==> src/rtl/pipe_ctrl.sv <==
// Pipeline sequencing controller: derives per-stage enable/flush/bubble controls from
// load-use, branch, MUL/DIV and data-memory wait conditions, with saturating perf counters.
module pipe_ctrl #(
    parameter int MDU_TIMEOUT = 64,
    parameter int CNT_W       = 32
) (
    input  logic             clk,
    input  logic             rst,
    input  logic [4:0]       id_rs1,
    input  logic [4:0]       id_rs2,
    input  logic             id_use_rs1,
    input  logic             id_use_rs2,
    input  logic [4:0]       ex_rd,
    input  logic             ex_memread,
    input  logic             ex_branch_taken,
    input  logic             ex_mdu_start,
    input  logic             mdu_done,
    input  logic             mem_req,
    input  logic             dmem_ready,
    output logic             pc_en,
    output logic             ifid_en,
    output logic             idex_en,
    output logic             exmem_en,
    output logic             memwb_en,
    output logic             ifid_flush,
    output logic             idex_flush,
    output logic             exmem_bubble,
    output logic [1:0]       state,
    output logic [CNT_W-1:0] stall_count,
    output logic [CNT_W-1:0] flush_count,
    output logic             mdu_timeout
);

    localparam int CW = $clog2(MDU_TIMEOUT + 1);

    typedef enum logic [1:0] {
        ST_RUN      = 2'd0,
        ST_MDU_BUSY = 2'd1,
        ST_MEM_WAIT = 2'd2
    } state_t;

    state_t           r_state;
    state_t           r_ret_state;
    logic             r_done_seen;
    logic [CW-1:0]    r_mdu_cnt;
    logic             r_timeout;
    logic [CNT_W-1:0] r_stall_cnt;
    logic [CNT_W-1:0] r_flush_cnt;

    state_t           w_state_nxt;
    state_t           w_ret_nxt;
    state_t           w_eff_state;
    logic             w_seen_nxt;
    logic [CW-1:0]    w_cnt_nxt;
    logic             w_timeout_nxt;
    logic             w_lu;
    logic             w_mem_stall;
    logic             w_pc_en;
    logic             w_ifid_en;
    logic             w_idex_en;
    logic             w_exmem_en;
    logic             w_memwb_en;
    logic             w_ifid_flush;
    logic             w_idex_flush;
    logic             w_exmem_bubble;

    assign w_lu = ex_memread && (ex_rd != 5'd0) &&
                  ((id_use_rs1 && (id_rs1 == ex_rd)) || (id_use_rs2 && (id_rs2 == ex_rd)));
    assign w_mem_stall = mem_req && !dmem_ready;
    // On the MEM_WAIT exit cycle the controller behaves as the state it interrupted.
    assign w_eff_state = (r_state == ST_MEM_WAIT) ? r_ret_state : r_state;

    // Next-state and control-output decode, in hazard priority order.
    always_comb begin
        w_pc_en        = 1'b0;
        w_ifid_en      = 1'b0;
        w_idex_en      = 1'b0;
        w_exmem_en     = 1'b0;
        w_memwb_en     = 1'b0;
        w_ifid_flush   = 1'b0;
        w_idex_flush   = 1'b0;
        w_exmem_bubble = 1'b0;
        w_state_nxt    = r_state;
        w_ret_nxt      = r_ret_state;
        w_seen_nxt     = r_done_seen;
        w_cnt_nxt      = r_mdu_cnt;
        w_timeout_nxt  = r_timeout;
        if (rst) begin
            w_state_nxt = ST_RUN;
        end else if (w_mem_stall) begin
            if (r_state != ST_MEM_WAIT) begin
                w_ret_nxt   = r_state;
                w_state_nxt = ST_MEM_WAIT;
            end else begin
                w_ret_nxt = r_ret_state;
            end
            if (mdu_done) begin
                w_seen_nxt = 1'b1;
            end else begin
                w_seen_nxt = r_done_seen;
            end
        end else begin
            case (w_eff_state)
                ST_RUN: begin
                    w_state_nxt = ST_RUN;
                    if (ex_branch_taken) begin
                        {w_pc_en, w_ifid_en, w_idex_en, w_exmem_en, w_memwb_en} = 5'b11111;
                        w_ifid_flush = 1'b1;
                        w_idex_flush = 1'b1;
                    end else if (ex_mdu_start && !mdu_done) begin
                        w_exmem_en     = 1'b1;
                        w_memwb_en     = 1'b1;
                        w_exmem_bubble = 1'b1;
                        w_state_nxt    = ST_MDU_BUSY;
                        w_cnt_nxt      = CW'(1);
                    end else if (w_lu) begin
                        w_idex_en    = 1'b1;
                        w_idex_flush = 1'b1;
                        w_exmem_en   = 1'b1;
                        w_memwb_en   = 1'b1;
                    end else begin
                        {w_pc_en, w_ifid_en, w_idex_en, w_exmem_en, w_memwb_en} = 5'b11111;
                    end
                end
                ST_MDU_BUSY: begin
                    if (mdu_done || r_done_seen) begin
                        {w_pc_en, w_ifid_en, w_idex_en, w_exmem_en, w_memwb_en} = 5'b11111;
                        w_seen_nxt  = 1'b0;
                        w_state_nxt = ST_RUN;
                    end else if (r_mdu_cnt == CW'(MDU_TIMEOUT)) begin
                        // Abandon the stuck operation and let the pipeline drain.
                        {w_pc_en, w_ifid_en, w_idex_en, w_exmem_en, w_memwb_en} = 5'b11111;
                        w_timeout_nxt = 1'b1;
                        w_state_nxt   = ST_RUN;
                    end else begin
                        w_exmem_en     = 1'b1;
                        w_memwb_en     = 1'b1;
                        w_exmem_bubble = 1'b1;
                        w_cnt_nxt      = r_mdu_cnt + CW'(1);
                        w_state_nxt    = ST_MDU_BUSY;
                    end
                end
                default: begin
                    w_state_nxt = ST_RUN;
                end
            endcase
        end
    end

    // State, MDU bookkeeping and saturating performance counters.
    always_ff @(posedge clk) begin
        if (rst) begin
            r_state     <= ST_RUN;
            r_ret_state <= ST_RUN;
            r_done_seen <= 1'b0;
            r_mdu_cnt   <= {CW{1'b0}};
            r_timeout   <= 1'b0;
            r_stall_cnt <= {CNT_W{1'b0}};
            r_flush_cnt <= {CNT_W{1'b0}};
        end else begin
            r_state     <= w_state_nxt;
            r_ret_state <= w_ret_nxt;
            r_done_seen <= w_seen_nxt;
            r_mdu_cnt   <= w_cnt_nxt;
            r_timeout   <= w_timeout_nxt;
            if (!w_pc_en && (r_stall_cnt != {CNT_W{1'b1}})) begin
                r_stall_cnt <= r_stall_cnt + {{(CNT_W-1){1'b0}}, 1'b1};
            end else begin
                r_stall_cnt <= r_stall_cnt;
            end
            if (w_ifid_flush && (r_flush_cnt != {CNT_W{1'b1}})) begin
                r_flush_cnt <= r_flush_cnt + {{(CNT_W-1){1'b0}}, 1'b1};
            end else begin
                r_flush_cnt <= r_flush_cnt;
            end
        end
    end

    assign pc_en        = w_pc_en;
    assign ifid_en      = w_ifid_en;
    assign idex_en      = w_idex_en;
    assign exmem_en     = w_exmem_en;
    assign memwb_en     = w_memwb_en;
    assign ifid_flush   = w_ifid_flush;
    assign idex_flush   = w_idex_flush;
    assign exmem_bubble = w_exmem_bubble;
    assign state        = r_state;
    assign stall_count  = r_stall_cnt;
    assign flush_count  = r_flush_cnt;
    assign mdu_timeout  = r_timeout;

endmodule
==> config.mk <==
export PLATFORM = sky130hd
export DESIGN_NAME = pipe_ctrl
export DESIGN_NICKNAME = d
export VERILOG_FILES = /design/src/rtl/pipe_ctrl.sv
export SDC_FILE = /design/constraint.sdc
export NUM_CORES = 1
export LEC_CHECK = 0
export CAP_MARGIN = 5
export CORE_MARGIN = 2
export CORE_UTILIZATION = 53
export CTS_BUF_LIST = sky130_fd_sc_hd__clkbuf_4 sky130_fd_sc_hd__clkbuf_8 sky130_fd_sc_hd__clkbuf_16
export DETAILED_ROUTE_END_ITERATION = 8
export PLACE_DENSITY = 0.85
export REMOVE_ABC_BUFFERS = 1
export SETUP_SLACK_MARGIN = 0.4
export SLEW_MARGIN = 30
export SYNTH_ARGS = -nofsm -noshare
export SYNTH_HDL_FRONTEND = slang
export SYNTH_SLANG_ARGS = --single-unit
==> constraint.sdc <==
create_clock -name clk -period 5.3 [get_ports clk]
set_clock_uncertainty 0.1 [all_clocks]
set_input_delay 1.06 -clock clk [delete_from_list [all_inputs] [get_ports clk]]
set_output_delay 1.06 -clock clk [all_outputs]
set_load 0.05 [all_outputs]
# Yosys cells after proc, flatten, opt, wreduce, memory -nomap -nowiden

Cells that the tools add are included.

Equal/unequal tests: 14
Mux-type cells: 50
Bitwise logic cells: 2
Multipliers: 0
Shift operators: 0
$lt $le $gt $ge: 0
Reduce and logical (&&, ||, !) cells: 23
Add/subtract/negate cells: 3
Div/mod/pow operators: 0

Operators with widths:

| operator                                              | count |
|---|---|
| adder 32 x 1 -> 32 bit, second input constant         | 2 |
| inequality test 32 bit, second input constant         | 2 |
| 2-to-1 mux 1 bit                                      | 38 |
| 2-to-1 mux 7 bit                                      | 4 |
| one-hot mux 7 bit (2 select lines)                    | 1 |
| inequality test 2 bit, second input constant          | 6 |
| equality test 5 bit                                   | 2 |
| logical AND 1 bit                                     | 8 |
| adder 7 x 1 -> 7 bit, second input constant           | 1 |
| equality test 7 bit, second input constant            | 1 |
| 2-to-1 mux 2 bit                                      | 3 |
| one-hot mux 1 bit (2 select lines)                    | 3 |
| AND reduction 6 bit                                   | 1 |
| nonzero test 2 bit                                    | 3 |
| nonzero test 5 bit                                    | 1 |
| one-hot mux 2 bit (2 select lines)                    | 1 |
| AND reduction 4 bit                                   | 1 |
| zero test 1 bit                                       | 3 |
| AND reduction 3 bit                                   | 1 |
| equality test 2 x 1 -> 1 bit, second input constant   | 1 |
| equality test 2 bit, second input constant            | 1 |
| zero test 2 bit                                       | 1 |
| logical OR 1 bit                                      | 2 |
| inequality test 2 x 1 -> 1 bit, second input constant | 1 |
| other kinds (3)                                       | 4 |

Output and inout port bits: 75
Bits of input ports: 25
Bits in writable memories: 0
Bits in latches: 0
Memories kept: 0
Logic and storage cells: 99
ROM bits: 0
Register bits after elaboration: 77

# Longest topological paths before layout

Gate-level depths: netlist of the first run.

Depth in word-level cells: 12
Mapped depth: 10
Depth with buffers taken out: 8

# Worst setup path before layout of the first run

Ideal clock, no wire load.

Path kind: input-to-output
From: input mem_req
To: output pc_en
Stages: 8
Required time: 4.140 ns
Setup slack: 0.326 ns
Arrival: 3.814 ns
Path buffers: 4
Cell sequence: nor2b_1 -> buf_2 -> a211oi_1 -> a21bo_1 -> a31oi_4 -> buf_2 -> buf_4 -> buf_4

Cells in the longest elaborated chain, start to end: 3

Ends and longest elaborated chain:

| what                          | line | source |
|---|---|---|
| start, declared               | 18   | `input logic mem_req,` |
| logical AND 1 bit             | 69   | `assign w_mem_stall = mem_req && !dmem_ready;` |
| 2-to-1 mux 1 bit (2 in a row) | --   |  |
| end, declared                 | 20   | `output logic pc_en,` |

Every way passes these cells.

# Final worst setup path of the first run

From: input ex_rd[4]
To: output idex_flush

Cells in the longest elaborated chain, start to end: 10
Elaborated cells on any way between the ends: 14
Classes of those cells: eq/ne (2); mux (6); reduce/logical (6)

Ends and longest elaborated chain:

| what                  | line | source |
|---|---|---|
| start, declared       | 13   | `input logic [4:0] ex_rd,` |
| equality test 5 bit   | 68   | `((id_use_rs1 && (id_rs1 == ex_rd)) \|\| (id_use_rs2 && (id_rs2 == ex_rd)));` |
| logical AND 1 bit     | 68   |  |
| logical OR 1 bit      | 68   |  |
| logical AND 1 bit (*) | 67   | `assign w_lu = ex_memread && (ex_rd != 5'd0) &&` |
| 2-to-1 mux 1 bit (*)  | 116  | `end else if (w_lu) begin` |
| 2-to-1 mux 1 bit (*)  | 110  | `end else if (ex_mdu_start && !mdu_done) begin` |
| 2-to-1 mux 1 bit (*)  | 106  | `if (ex_branch_taken) begin` |
| 2-to-1 mux 1 bit (*)  | 103  | `case (w_eff_state)` |
| 2-to-1 mux 1 bit (*)  | 90   | `end else if (w_mem_stall) begin` |
| 2-to-1 mux 1 bit (*)  | 88   | `if (rst) begin` |
| end, declared         | 26   | `output logic idex_flush,` |

Mark *: on every way between the ends. The rest lies on a longest branch, timed or not.

==> results of run 1 <==
==> worst max-delay path, cell delays in order <==
cell and delay, ps:
clkdlybuf4s50_1 470, xor2_1 190, nor4_1 330, nand3_1 150
a21oi_2 240, a21oi_1 110, nor2_1 100, clkdlybuf4s50_1 820
==> worst max path at each step <==
stage	from	end	cells after the start
floorplan	mem_req	ifid_en	4
global placement	ex_rd[4]	idex_flush	8
detailed placement	ex_rd[4]	idex_flush	8
CTS	ex_rd[4]	idex_flush	8
global route	ex_rd[3]	idex_flush	8
finish	ex_rd[4]	idex_flush	8
==> area by class of cell <==
| type | count | area share |
|---|---|---|
| clock inverters | 6 | 0.0255 |
| flip-flops and latches | 77 | 0.294 |
| multi-input cells | 374 | 0.431 |
| well taps | 99 | 0.0236 |
| inverters | 8 | 0.00572 |
| repair buffers | 101 | 0.195 |
| clock buffers | 10 | 0.0262 |
==> flip-flops by register name, indices dropped and copies added, names as in the netlist <==
name,count
flush_count,32
stall_count,32
r_mdu_cnt,7
r_ret_state,2
state,2
mdu_timeout,1
r_done_seen,1
==> logic make-up (layout without fill, tap and decap cells) <==
kind of cell               count (synthesis)  in the layout  synth area share
and+or+nand+nor                          245            245             0.326
adders and majority gates                  4              4            0.0126
DFF                                       77             77             0.389
AOI/OAI and AO/OA                         72             72             0.110
buffers and inverters                     35            125            0.0401
muxes                                      8              8            0.0221
xor gates and xnor gates                  45             45            0.0995
==> power groups by stage <==
stage               Sequential, mW  Clock (mW)  Combinational (mW)
finish                       0.587       0.588               0.116
global route                 0.588       0.624               0.124
CTS                          0.587       0.597               0.116
detailed placement           0.601           0               0.116
global placement             0.601           0               0.113
floorplan                    0.612           0              0.0476
==> Yosys cell counts, types with 8 or more instances <==
| library cell | instances | area [um2] |
|---|---|---|
| a21oi_1 | 31 | 155 |
| inv_1 | 8 | 30.0 |
| xnor2_1 | 17 | 149 |
| nor3_1 | 13 | 65.1 |
| clkbuf_1 | 14 | 52.6 |
| nand4_1 | 30 | 188 |
| nor2_1 | 67 | 251 |
| o21ai_0 | 26 | 130 |
| dfxtp_1 | 77 | 1540 |
| or3_1 | 24 | 150 |
| nand3_1 | 29 | 145 |
| nand2_1 | 23 | 86.3 |
| and3_1 | 18 | 113 |
| xor2_1 | 28 | 245 |
==> per-layer routing <==
layer  GRT usage  wire [um]  up-vias
li1            -          -     1902
met1       0.292       4150     1837
met2       0.419       4780      125
met3      0.0618        621       10
met4      0.0679        108        0
met5           0          0        -
==> through the flow <==
step	setup TNS (ps)	hold WS, ps	area, um2
after floorplan	-14470	361	3830
after global placement	0	374	4980
after detailed placement	0	369	4980
after CTS	0	398	5250
after global routing	0	435	5250
final	0	400	5250
==> impl_metrics.py, run 1 <==
metrics = {
    "run_status": {
        "status": "complete, no violations",
    },
    "job": {
        "cap_violations": 0,
    },
    "clock_network": {
        "postCtsSetupRepairBufs": 0,
        "htree_num_levels": 3,
        "clockRootBuffer": "clkbuf_8",
        "clkSinkCount": 77,
        "clockBufferDepth": 2,
        "postCtsResizedCells": 0,
        "path_clk_slew_ps": 70,
        "clk_latency_ps": 350,
        "numCtsBuffers": 9,
        "cts_tree": "done",
        "postCtsHoldBufs": 0,
    },
    "sta": {
        "rsz0062_at_grt": "no",
        "hold_viol_final": 0,
        "setup_violations": 0,
        "setup_ws_ps": 660,
        "maxSlewHeadroom": 0.399,
        "worstMarginPinSlew_ps": 898,
        "report.final.slew_viol_count": 0,
        "finalCritPeriodShare": 0.875,
        "period_minus_slack_ps": 4640,
        "fmax_ghz": 0.216,
    },
    "global_routing": {
        "gr-total-overflow": 0,
        "grt_pass1_vias": 3656,
        "grt_start_max_net_pins": 75,
        "grt_first_pass_wirelength_um": 16500,
        "antenna_found_initial": 0,
        "grtUsageTotal": 0.240,
    },
    "cells_and_area": {
        "fill_cells": 574,
        "mostFrequentLayoutCell": "clkdlybuf4s50_1",
        "postLayoutCoreUtil": 0.724,
        "drive_above_1_share": 0.0486,
        "diodes": 0,
        "layoutNonFillerInstCount": 675,
        "ff_latch_area_mm2": 0.00154,
        "final_cell_mix": "clkdlybuf4s50_1, dfxtp_1, nor2_1",
        "area_growth_pct": 32.5,
        "multi_input_area_mm2": 0.00226,
        "nets": 600,
    },
    "power": {
        "p_comb_frac": 0.090,
        "p_sw_uw": 291,
        "power_mw": 1.29,
        "power_leakage_nw": 1.80,
        "sw_frac_of_total": 0.225,
        "ir_worst_vdd_uv": 153,
        "power.share.clock": 0.455,
        "power_frac_seq": 0.455,
        "p_int_mw": 1.00,
        "p_per_area_mw_per_mm2": 246,
    },
    "setup_path": {
        "critical_path.startpoint_type": "input port",
        "cp_max_fo": 3,
        "arrival_ps": 3480,
        "rr_endpoint": "stall_count[14]",
        "crit_required_ps": 4140,
        "rr_worst_depth": 8,
        "reg2reg_from": "r_mdu_cnt[2]",
        "r2r_slack_ps": 2380,
        "worstSetupPathType": "input port to output pin",
        "cp-end-kind": "output pin",
    },
    "yosys": {
        "async_reset_ff_frac": 0,
        "synth-main-ff-cell": "dfxtp_1",
        "ys_seq_area_frac": 0.389,
        "syn_area_per_cell_um2": 8.15,
        "synth_cells": 486,
        "ys_ff_latch": 77,
        "ys_types": 44,
        "synth_area_mm2": 0.00396,
        "synth_warnings": 0,
        "synth_edf_count": 0,
    },
    "floorplanning": {
        "initial_core_util": 0.546,
        "core_mm2": 0.00725,
        "die_w_um": 90.5,
        "die-area_mm2": 0.00818,
        "dieHeight_um": 90.5,
        "io-pin-count": 100,
        "placementRows": 31,
    },
    "route": {
        "viasPerCell": 5.74,
        "wl_per_cell_um": 14.3,
        "dr.pass1.iters": 5,
        "dr.first_iter.drc_count": 198,
        "drtAntennaViolNets": 0,
        "wl_um": 9660,
        "drc_errors": 0,
        "vias": 3874,
    },
    "placed_design": {
        "port_buffers": 99,
        "pre_cts_ws_ps": 667,
        "dp_cells": 659,
        "dp_hpwl_um": 7010,
        "place_congestion": 0.868,
    },
    "min_path": {
        "hold_class": "flip-flop to flip-flop",
        "whs_path_depth": 2,
        "worstHoldEndpoint": "mdu_timeout",
        "hold_start": "mdu_timeout",
    },
}
(Power assumes the default switching activity.)
==> run 2, diff against run 1 <==
CORE_MARGIN = unset   (was 2)
SKIP_CTS_REPAIR_TIMING = 1   (was unset)
==> impl_metrics.py, run 2 (synthesized netlist as in run 1, its figures left out) <==
metrics = {
    "floorplanning": {
        "initial_core_util": 0.546,
        "dieHeight_um": 88.5,
        "io-pin-count": 100,
        "core_mm2": 0.00725,
        "placementRows": 31,
        "die-area_mm2": 0.00782,
        "die_w_um": 88.5,
    },
    "run_status": {
        "status": "complete, no violations",
    },
    "sta": {
        "rsz0062_at_grt": "no",
        "maxSlewHeadroom": 0.384,
        "setup_ws_ps": 745,
        "report.final.slew_viol_count": 0,
        "worstMarginPinSlew_ps": 921,
        "finalCritPeriodShare": 0.859,
        "setup_violations": 0,
        "hold_viol_final": 0,
        "fmax_ghz": 0.220,
        "period_minus_slack_ps": 4550,
    },
    "global_routing": {
        "grtUsageTotal": 0.260,
        "antenna_found_initial": 0,
        "grt_pass1_vias": 3613,
        "grt_start_max_net_pins": 76,
        "gr-total-overflow": 0,
        "grt_first_pass_wirelength_um": 16200,
    },
    "clock_network": {
        "path_clk_slew_ps": 70,
        "clkSinkCount": 77,
        "clockRootBuffer": "clkbuf_8",
        "clockBufferDepth": 2,
        "cts_tree": "done",
        "numCtsBuffers": 9,
        "clk_latency_ps": 350,
        "htree_num_levels": 3,
    },
    "route": {
        "met3_length_um": 629,
        "drt-met1-wl_um": 4160,
        "maxUsedRoutingLayer": "met4",
        "dr.first_iter.drc_count": 242,
        "viasPerCell": 5.81,
        "vias": 3914,
        "wl_um": 9780,
        "wl_per_cell_um": 14.5,
        "dr.pass1.iters": 7,
        "drc_errors": 0,
        "wl_met2_um": 4890,
        "drtAntennaViolNets": 0,
    },
    "cells_and_area": {
        "fill_cells": 598,
        "diodes": 0,
        "final_cell_mix": "clkdlybuf4s50_1, dfxtp_1, nor2_1",
        "postLayoutCoreUtil": 0.716,
        "area_growth_pct": 31.1,
        "drive_above_1_share": 0.0470,
        "mostFrequentLayoutCell": "clkdlybuf4s50_1",
        "nets": 600,
    },
    "setup_path": {
        "cp_max_fo": 3,
        "crit_required_ps": 4140,
        "critical_path.startpoint_type": "input port",
        "arrival_ps": 3390,
        "worstSetupPathType": "input port to output pin",
        "r2r_slack_ps": 2440,
        "cp-end-kind": "output pin",
    },
    "placed_design": {
        "place_congestion": 0.899,
        "port_buffers": 99,
        "dp_hpwl_um": 6840,
        "pre_cts_ws_ps": 768,
    },
    "power": {
        "p_sw_uw": 287,
        "p_per_area_mw_per_mm2": 230,
        "power_leakage_nw": 1.77,
        "power.share.clock": 0.410,
        "p_comb_frac": 0.098,
        "power_mw": 1.19,
        "ir_worst_vdd_uv": 172,
        "p_int_uw": 908,
        "power_frac_seq": 0.492,
        "sw_frac_of_total": 0.240,
    },
    "job": {
        "cap_violations": 0,
    },
    "min_path": {
        "hold_class": "flip-flop to flip-flop",
    },
}
run 2: final timing paths:
| path | from | end | depth (start not counted) |
|---|---|---|---|
| worst min-delay path | stall_count[26] | stall_count[26] | 2 |
| worst max-delay path | ex_rd[3] | idex_flush | 8 |
| worst max register to register | r_mdu_cnt[2] | stall_count[9] | 8 |
| worst min register to register | stall_count[26] | stall_count[26] | 2 |
run 2: stage by stage:
step	cells	TNS (ps)	instance area, um2	hold WS (ps)
global placement	659	0	4980	374
detailed placement	659	0	4980	386
CTS	674	0	5190	401
global route	674	0	5190	430
finish	674	0	5190	400
floorplan	459	-14470	3830	361
run 2: final cells by class:
| cell class | count | area (um2) | area share |
|---|---|---|---|
| clock buffer | 11 | 145 | 0.0279 |
| tap | 99 | 124 | 0.0238 |
| multi-input combinational | 374 | 2260 | 0.435 |
| inverter | 8 | 30.0 | 0.00578 |
| sequential | 77 | 1540 | 0.297 |
| clock inverter | 4 | 72.6 | 0.0140 |
| timing repair buffer | 101 | 1020 | 0.197 |
run 2: power groups by stage:
stage / logic (mW) / registers, mW / clock network, mW
after global routing: 0.126 / 0.588 / 0.520
after CTS: 0.118 / 0.587 / 0.494
after detailed placement: 0.117 / 0.601 / 0
final: 0.117 / 0.588 / 0.489
after floorplan: 0.0476 / 0.612 / 0
after global placement: 0.114 / 0.601 / 0
run 2: critical path: stages:
cell	delay (ps)
clkdlybuf4s50_1	480
xor2_1	190
nor4_1	330
nand3_1	140
a21oi_2	220
a21oi_1	90
nor2_1	90
clkdlybuf4s50_1	800
run 2: per-layer routing:
layer	global-route usage	vias up
li1	-	1897
met1	0.328	1849
met2	0.441	158
met3	0.0541	10
met4	0.0924	0
met5	0	-
